### src/rtl/posit_64_4_encoder_if.sv
// Handshake and data bundle for the posit<64,4> encoder.
// The master drives the input fields and out_rdy; the slave (the encoder) drives in_rdy, out_vld and posit.
interface posit_64_4_encoder_if #(
   parameter int N  = 64,
   parameter int ES = 4,
   parameter int RS = 7,
   parameter int FS = N - 3 - ES
);
   logic          in_vld;
   logic          in_rdy;
   logic          sign;
   logic [RS-1:0] regi;
   logic [ES-1:0] expo;
   logic [FS-1:0] frac;
   logic          zero;
   logic          inf;
   logic          out_vld;
   logic          out_rdy;
   logic [N-1:0]  posit;

   modport master (
      output in_vld, sign, regi, expo, frac, zero, inf, out_rdy,
      input  in_rdy, out_vld, posit
   );

   modport slave (
      input  in_vld, sign, regi, expo, frac, zero, inf, out_rdy,
      output in_rdy, out_vld, posit
   );
endinterface

### src/rtl/posit_64_4_encoder.sv
// Three-stage posit<64,4> encoder: regime build, shift and round, two's complement.
// Define POSIT_ENC_RNE_EN for round-to-nearest-even; the default build truncates.
module posit_64_4_encoder #(
   parameter int N  = 64,
   parameter int ES = 4,
   parameter int RS = 7,
   parameter int FS = N - 3 - ES
) (
   input  logic                 clk,
   input  logic                 rst,
   posit_64_4_encoder_if.slave  bus
);
   localparam int BW = N - 1;
   localparam int XW = 2 * N;
   localparam int SW = RS - 1;
   localparam logic [BW-1:0] MINPOS = {{(BW-1){1'b0}}, 1'b1};

   logic          w_stall, w_adv, w_kNeg, w_satHi, w_satLo;
   logic [SW-1:0] w_shamt;
   logic          r_v1, r_sign1, r_zero1, r_inf1, r_satHi1, r_satLo1;
   logic [SW-1:0] r_shamt1;
   logic [BW-1:0] r_head1;
   logic [BW-1:0] w_body, w_bodyFinal;
   logic          w_inc;
   logic [BW:0]   w_sum;
   logic          r_v2, r_sign2, r_zero2, r_inf2;
   logic [BW-1:0] r_body2;
   logic [N-1:0]  w_word, w_posit, r_posit;
   logic          r_outVld;

   assign w_stall     = r_outVld & ~bus.out_rdy;
   assign w_adv       = ~w_stall;
   assign bus.in_rdy  = rst | w_adv;
   assign bus.out_vld = r_outVld;
   assign bus.posit   = r_posit;

   // Regime is produced by an arithmetic shift of "10" (k>=0) or "01" (k<0) by k or -k-1
   assign w_kNeg  = bus.regi[RS-1];
   assign w_shamt = w_kNeg ? ~bus.regi[SW-1:0] : bus.regi[SW-1:0];
   assign w_satHi = ~w_kNeg & (bus.regi[RS-2:0] >= (RS-1)'(N - 2));
   assign w_satLo =  w_kNeg & (bus.regi[RS-2:0] <= (RS-1)'(2**(RS-1) - (N - 1)));

`ifdef POSIT_ENC_RNE_EN
   logic [XW-1:0] w_shifted;
   logic          w_guard, w_sticky;

   assign w_shifted = $signed({r_head1, {(XW-BW){1'b0}}}) >>> r_shamt1;
   assign w_body    = w_shifted[XW-1 -: BW];
   assign w_guard   = w_shifted[XW-BW-1];
   assign w_sticky  = |w_shifted[XW-BW-2:0];
   assign w_inc     = w_guard & (w_sticky | w_body[0]);
`else
   assign w_body = $signed(r_head1) >>> r_shamt1;
   assign w_inc  = 1'b0;
`endif

   assign w_sum = {1'b0, w_body} + {{BW{1'b0}}, w_inc};

   // Saturated values bypass rounding; rounding never wraps past maxpos nor reaches zero
   always_comb begin
      w_bodyFinal = w_sum[BW-1:0];
      if (r_satHi1)
         w_bodyFinal = '1;
      else if (r_satLo1)
         w_bodyFinal = MINPOS;
      else if (w_sum[BW])
         w_bodyFinal = '1;
      else if (w_sum[BW-1:0] == '0)
         w_bodyFinal = MINPOS;
   end

   always_comb begin
      w_word  = {1'b0, r_body2};
      w_posit = r_sign2 ? (~w_word + N'(1)) : w_word;
      if (r_inf2)
         w_posit = {1'b1, {(N-1){1'b0}}};
      else if (r_zero2)
         w_posit = '0;
   end

   // All three stages move in lockstep and freeze together while the output is stalled
   always_ff @(posedge clk) begin
      if (rst) begin
         r_v1     <= 1'b0;
         r_v2     <= 1'b0;
         r_outVld <= 1'b0;
         r_posit  <= '0;
      end else if (w_adv) begin
         r_v1     <= bus.in_vld;
         r_sign1  <= bus.sign;
         r_zero1  <= bus.zero;
         r_inf1   <= bus.inf;
         r_satHi1 <= w_satHi;
         r_satLo1 <= w_satLo;
         r_shamt1 <= w_shamt;
         r_head1  <= {~w_kNeg, w_kNeg, bus.expo, bus.frac};
         r_v2     <= r_v1;
         r_sign2  <= r_sign1;
         r_zero2  <= r_zero1;
         r_inf2   <= r_inf1;
         r_body2  <= w_bodyFinal;
         r_outVld <= r_v2;
         r_posit  <= w_posit;
      end
   end
endmodule

### src/flat_wrapper.sv
// flat-port wrapper written by rule: the top's interface ports become plain ports
module posit_64_4_encoder_flat 
#(
   parameter int N  = 64,
   parameter int ES = 4,
   parameter int RS = 7,
   parameter int FS = N - 3 - ES
)
  (clk, rst, bus_in_vld, bus_sign, bus_regi, bus_expo, bus_frac, bus_zero, bus_inf, bus_out_rdy, bus_in_rdy, bus_out_vld, bus_posit);
  posit_64_4_encoder_if #(.N(N), .ES(ES), .RS(RS), .FS(FS)) bus_i ();
  input  logic clk;
  input  logic rst;
  input wire logic [$bits(bus_i.in_vld)-1:0] bus_in_vld;
  input wire logic [$bits(bus_i.sign)-1:0] bus_sign;
  input wire logic [$bits(bus_i.regi)-1:0] bus_regi;
  input wire logic [$bits(bus_i.expo)-1:0] bus_expo;
  input wire logic [$bits(bus_i.frac)-1:0] bus_frac;
  input wire logic [$bits(bus_i.zero)-1:0] bus_zero;
  input wire logic [$bits(bus_i.inf)-1:0] bus_inf;
  input wire logic [$bits(bus_i.out_rdy)-1:0] bus_out_rdy;
  output wire logic [$bits(bus_i.in_rdy)-1:0] bus_in_rdy;
  output wire logic [$bits(bus_i.out_vld)-1:0] bus_out_vld;
  output wire logic [$bits(bus_i.posit)-1:0] bus_posit;
  assign bus_i.in_vld = bus_in_vld;
  assign bus_i.sign = bus_sign;
  assign bus_i.regi = bus_regi;
  assign bus_i.expo = bus_expo;
  assign bus_i.frac = bus_frac;
  assign bus_i.zero = bus_zero;
  assign bus_i.inf = bus_inf;
  assign bus_i.out_rdy = bus_out_rdy;
  assign bus_in_rdy = bus_i.in_rdy;
  assign bus_out_vld = bus_i.out_vld;
  assign bus_posit = bus_i.posit;
  posit_64_4_encoder #(.N(N), .ES(ES), .RS(RS), .FS(FS)) u_core (.clk(clk), .rst(rst), .bus(bus_i));
endmodule
### config.mk
export PLATFORM = sky130hd
export DESIGN_NAME = posit_64_4_encoder_flat
export DESIGN_NICKNAME = d
export VERILOG_FILES = /design/src/rtl/posit_64_4_encoder_if.sv /design/src/rtl/posit_64_4_encoder.sv /design/src/flat_wrapper.sv
export SDC_FILE = /design/constraint.sdc
export NUM_CORES = 1
export LEC_CHECK = 0
export CAP_MARGIN = 20
export CORE_MARGIN = 2
export CORE_UTILIZATION = 52
export CTS_BUF_LIST = sky130_fd_sc_hd__clkbuf_16
export DETAILED_ROUTE_END_ITERATION = 8
export GPL_TIMING_DRIVEN = 0
export PLACE_DENSITY = 0.77
export SLEW_MARGIN = 20
export SYNTH_ARGS = -nofsm -noshare
export SYNTH_HDL_FRONTEND = slang
export SYNTH_SLANG_ARGS = --single-unit
### constraint.sdc
create_clock -name clk -period 4.4 [get_ports clk]
set_input_delay 1.1 -clock clk [delete_from_list [all_inputs] [get_ports clk]]
set_output_delay 1.1 -clock clk [all_outputs]
set_load 0.01 [all_outputs]
# --- Word-level counts from Yosys, hierarchy flattened ---
# Index checks and enable logic that the tools add are counted.
word_totals:
  register_bits: 207
  elab_cells: 39
classes:
  bitwise: 10
  n_addsub: 1
  order_cmp: 2
  shift: 1
  n_mux: 6
  n_reduce_logical: 3
op_table:
  columns: ["operator", "count"]
  rows:
  - ["64-bit 2-to-1 mux", 3]
  - ["63-bit 2-to-1 mux", 2]
  - ["64-bit by 1-bit adder with 64-bit output, second input constant", 1]
  - ["63-bit inverter with 64-bit output", 1]
  - ["63-bit logical NOT", 1]
  - ["63-bit by 6-bit >>> shifter with 63-bit output", 1]
  - ["6-bit greater-or-equal comparator, second input constant", 1]
  - ["6-bit by 1-bit <= comparator with 1-bit output, second input constant", 1]
  - ["6-bit 2-to-1 mux", 1]
  - ["6-bit inverter", 1]
  - ["1-bit inverter", 4]
  - ["1-bit AND", 3]
  - ["2-bit AND reduction", 1]
  - ["2-bit OR reduction", 1]
  - ["1-bit OR", 1]

# --- Longest topological paths before layout ---
logic_depth:
  ltp_word: 5
  ltp_mapped: 13

# --- Worst setup path after synthesis ---
# OpenSTA, ideal clock, no wires.
synth_timing:
  path_kind: "input port to flip-flop"
  start: "in bus_out_rdy"
  end: "reg u_core.r_posit[63] (netlist: u_core.bus.posit[63])"
  stages: 5
  n_path_buf: 0
  t_arrival_ps: 4552
  slack_ps: -224
  setup_time_ps: 72
  cell_sequence: "nand2b_1 nand2b_1 inv_1 a22oi_1 nand2_1"
synth_via:
  elab_chain_len: 2
synth_rtl:
  columns: ["element", "line", "source"]
  rows:
  - ["start: declaration", "flat_wrapper.sv:20", "input wire logic [$bits(bus_i.out_rdy)-1:0] bus_out_rdy;"]
  - ["1-bit inverter", "posit_64_4_encoder.sv:31", "assign w_stall = r_outVld & ~bus.out_rdy;"]
  - ["1-bit AND", "posit_64_4_encoder.sv:31", null]
  - ["end signal: assignment", "posit_64_4_encoder.sv:103", "r_posit <= w_posit;"]
  - ["end: declaration", "posit_64_4_encoder.sv:28", "logic [N-1:0] w_word, w_posit, r_posit;"]
# Every way passes these cells.
# A chain may end at the register's enable or synchronous reset.

# --- Final worst setup path ---
layout_timing:
  start: "reg u_core.r_shamt1[3]"
  end: "reg u_core.r_body2[0] (data pin)"
layout_via:
  elab_chain_len: 3
layout_rtl:
  columns: ["element", "line", "source"]
  rows:
  - ["start: declaration", "posit_64_4_encoder.sv:21", "logic [SW-1:0] r_shamt1;"]
  - ["start signal: assignment", "posit_64_4_encoder.sv:95", "r_shamt1 <= w_shamt;"]
  - ["63-bit by 6-bit >>> shifter with 63-bit output (*)", "posit_64_4_encoder.sv:53", "assign w_body = $signed(r_head1) >>> r_shamt1;"]
  - ["63-bit logical NOT", "posit_64_4_encoder.sv:68", "else if (w_sum[BW-1:0] == '0)"]
  - ["63-bit 2-to-1 mux (*)", "posit_64_4_encoder.sv:68", null]
  - ["end signal: assignment", "posit_64_4_encoder.sv:101", "r_body2 <= w_bodyFinal;"]
  - ["end: declaration", "posit_64_4_encoder.sv:27", "logic [BW-1:0] r_body2;"]
# Mark *: on every way between the ends. The rest lies on a longest branch, timed or not.

==> metrics.csv <==
metric;value;unit
status;completed;
number of endpoints with negative hold slack in the final report;0;
final antenna diode count;0;
post-synthesis average cell area;10.7;um2
detail-routed net length per standard cell;29.4;um
total CTS buffers;23;
largest net degree at the start of global routing;42;
master cell of the clock root buffer;sky130_fd_sc_hd__clkbuf_16;
number of warnings reported in the yosys synthesis log;0;
post-layout min period;4.28;ns
Max VDD drop;0.345;mV
buffers and inverters on the worst path;2;
Fmax achieved;234;MHz
number of different library cells in the post-synthesis netlist;78;
worst hold slack after final layout;0.422;ns
# setup viols final;0;
grt ovf;0;
postcts setup bufs;0;
fraction of registers with async set or reset after synthesis;0;
power per standard cell area;364;nW/um2
maximum fanout along the worst path;10;
crit end category;register;
initial drt markers;1196;
Critical Path Slowest Stage Cell;sky130_fd_sc_hd__mux2i_1;
DRT antenna net count;0;
Avg Vias per Cell;6.80;
clock-pin slew of the registers on the worst-case setup and hold paths;0.06;ns
number of global-route vias before repair;11712;
Pre-Repair DR Iteration Count;8;
final period utilization;0.973;
number of pins exceeding their max-slew limit in the final report;0;
layout-stage area growth over the synthesis result;19.4;%
net count of the finished layout;1491;
number of instances in the synthesized netlist;1248;
Post-Place Cells;1721;
CP delay by family, top;multiplexers;
predominant post-synthesis flop cell;sky130_fd_sc_hd__edfxtp_1;
number of enable flip-flop cells after synthesis;140;
setup repair after global routing missed its margin;no;
Worst Path Arrival;4.68;ns
number of placement rows;58;
PnR worst setup slack;0.118;ns
DRT Wirelength;51800;um
leakage power;0.00560;uW
number of buffers between clock root and the deepest sink;3;
sequential fraction of the synthesis area;0.414;
PortBufs;140;
Post-Synthesis Cell Area;13400;um2
Detail Placement HPWL;41100;um
maximum cell stage delay along the critical path;0.69;ns
layout cell share with drive strength beyond 1;0.150;
area of the die;27100;um2
Die Width;165;um
worst-margin pin slew;0.935;ns
remaining routing DRC violations;0;
total routing usage reported by global routing;0.386;
category of the critical setup timing path;reg -> reg;
final core occ;0.634;
Top Ports;141;
Placeable Area;25300;um2
required time of the worst setup path;4.80;ns
wire length of the first global-routing pass;75400;um
Cell Chain, Critical Path;clkbuf_1 -> clkbuf_1 -> mux4_2 -> mux2_2 -> mux2i_1 -> mux4_2 -> nand4_1 -> nor4_1 -> o2111ai_1 -> o21ai_1;
flop and latch count out of synthesis;207;
antenna violations before repair;0;
PnR Total Power;5830;uW
die span in y;165;um
clock sink count;207;
placement-stage worst setup slack;-0.148;ns
CTS tree;done;
starting density of the core;0.531;
clk_lat worst skew;0.54;ns
routability cong.;1.04;
max cap viols;0;
skew final;0.00921;ns
normalized max-slew margin;0.377;
total via count in the routed design;11973;
synthesized netlist net count;1324;
fin cells;1762;
Worst Setup Start Kind;register;
H-tree Lvls;1;
path category of the worst min-delay check;reg -> reg;
==> per-layer routing <==
metal  routed length [um]  GRT usage  up-vias  part of all wire
met1                18800      0.458     5802              0.36
met5                    0          0        -                 0
met2                25300      0.671      801              0.49
li1                     -          -     5159                 -
met3                 4040     0.0555      211             0.078
met4                 3670      0.221        0             0.071
==> power breakdown <==
| group | total (uW) | internal [uW] | switching, uW |
|---|---|---|---|
| logic | 1640 | 649 | 987 |
| registers | 2360 | 2230 | 130 |
| clock network | 1830 | 1050 | 776 |
| total | 5830 | 3930 | 1890 |
==> cells in the mapped netlist (all sizes together), types with 9 or more instances <==
master,instances,area (um2)
o21ai,156,785
nand2,147,552
edfxtp,140,4200
mux4,83,1870
clkbuf,68,255
dfxtp,67,1340
xor2,64,561
mux2,54,608
mux2i,53,531
nor2,52,195
buf,33,154
a21oi,28,140
o31ai,24,185
a21o,20,150
nor3,20,100
inv,15,56.3
nand3,14,75.1
nand2b,13,81.3
o22ai,12,75.1
a211oi,11,82.6
nor4,11,90.1
o211ai,11,82.6
or3,11,68.8
or4,11,93.8
or2,10,62.6
o41ai,9,86.3
==> cells in the final DEF, fill, tap and decap left out, types with 14 or more instances in the layout <==
master                            instances
sky130_fd_sc_hd__a21o_1                  20
sky130_fd_sc_hd__a21oi_1                 28
sky130_fd_sc_hd__buf_1                   14
sky130_fd_sc_hd__buf_2                   15
sky130_fd_sc_hd__clkbuf_1                63
sky130_fd_sc_hd__clkbuf_16               24
sky130_fd_sc_hd__clkdlybuf4s50_1        140
sky130_fd_sc_hd__dfxtp_1                 67
sky130_fd_sc_hd__edfxtp_1               140
sky130_fd_sc_hd__inv_1                   20
sky130_fd_sc_hd__mux2_2                  50
sky130_fd_sc_hd__mux2i_1                 53
sky130_fd_sc_hd__mux4_2                  83
sky130_fd_sc_hd__nand2_1                147
sky130_fd_sc_hd__nor2_1                  52
sky130_fd_sc_hd__nor3_1                  20
sky130_fd_sc_hd__o21ai_0                121
sky130_fd_sc_hd__o21ai_1                 34
sky130_fd_sc_hd__o31ai_1                 23
sky130_fd_sc_hd__xor2_1                  64
==> worst paths after layout <==
kind                  endpoint                from  cells past startpoint  slack (ns)
max          u_core.r_body2[0]  u_core.r_shamt1[3]                     10        0.12
min              u_core.r_inf2       u_core.r_inf1                      0        0.42
max reg2reg  u_core.r_body2[0]  u_core.r_shamt1[3]                     10        0.12
min reg2reg      u_core.r_inf2       u_core.r_inf1                      0        0.42
==> cells by family (layout without fill, tap and decap cells) <==
logic type	after synthesis	in the layout	synth area share
fa+ha+maj	1	1	0.000934
xor+xnor	67	67	0.0438
buf+inv	117	301	0.0350
compound gates	345	345	0.166
flops	207	207	0.414
mux	190	190	0.224
simple gates	321	321	0.116
==> per-stage QoR <==
step	TNS, ns	area, um2
floorplan	0	13400
global placement	-76.40	15200
detailed placement	-0.148	15300
CTS	0	16000
global route	0	16000
finish	0	16000
==> repair_timing <==
action	in CTS	in global routing
hold buffers	0	0
gates resized for setup	1	8
endpoints found under the setup margin	1	1
==> registers in the layout, summed over array words and instances, names as in the netlist, 6 cells and up <==
register          cells
u_core.r_body2       63
u_core.bus.posit     64
u_core.r_head1       63
u_core.r_shamt1       6
==> final cells by class <==
type,instances,area [um2]
Sequential cell,207,5550
Buffer,100,412
Inverter,16,63.8
Clock buffer,24,601
Tap cell,330,413
Fill cell,1919,9250
Clock inverter,18,123
Timing Repair Buffer,143,1460
Multi-Input combinational cell,924,7390
Power figures use the tool's default switching activity.
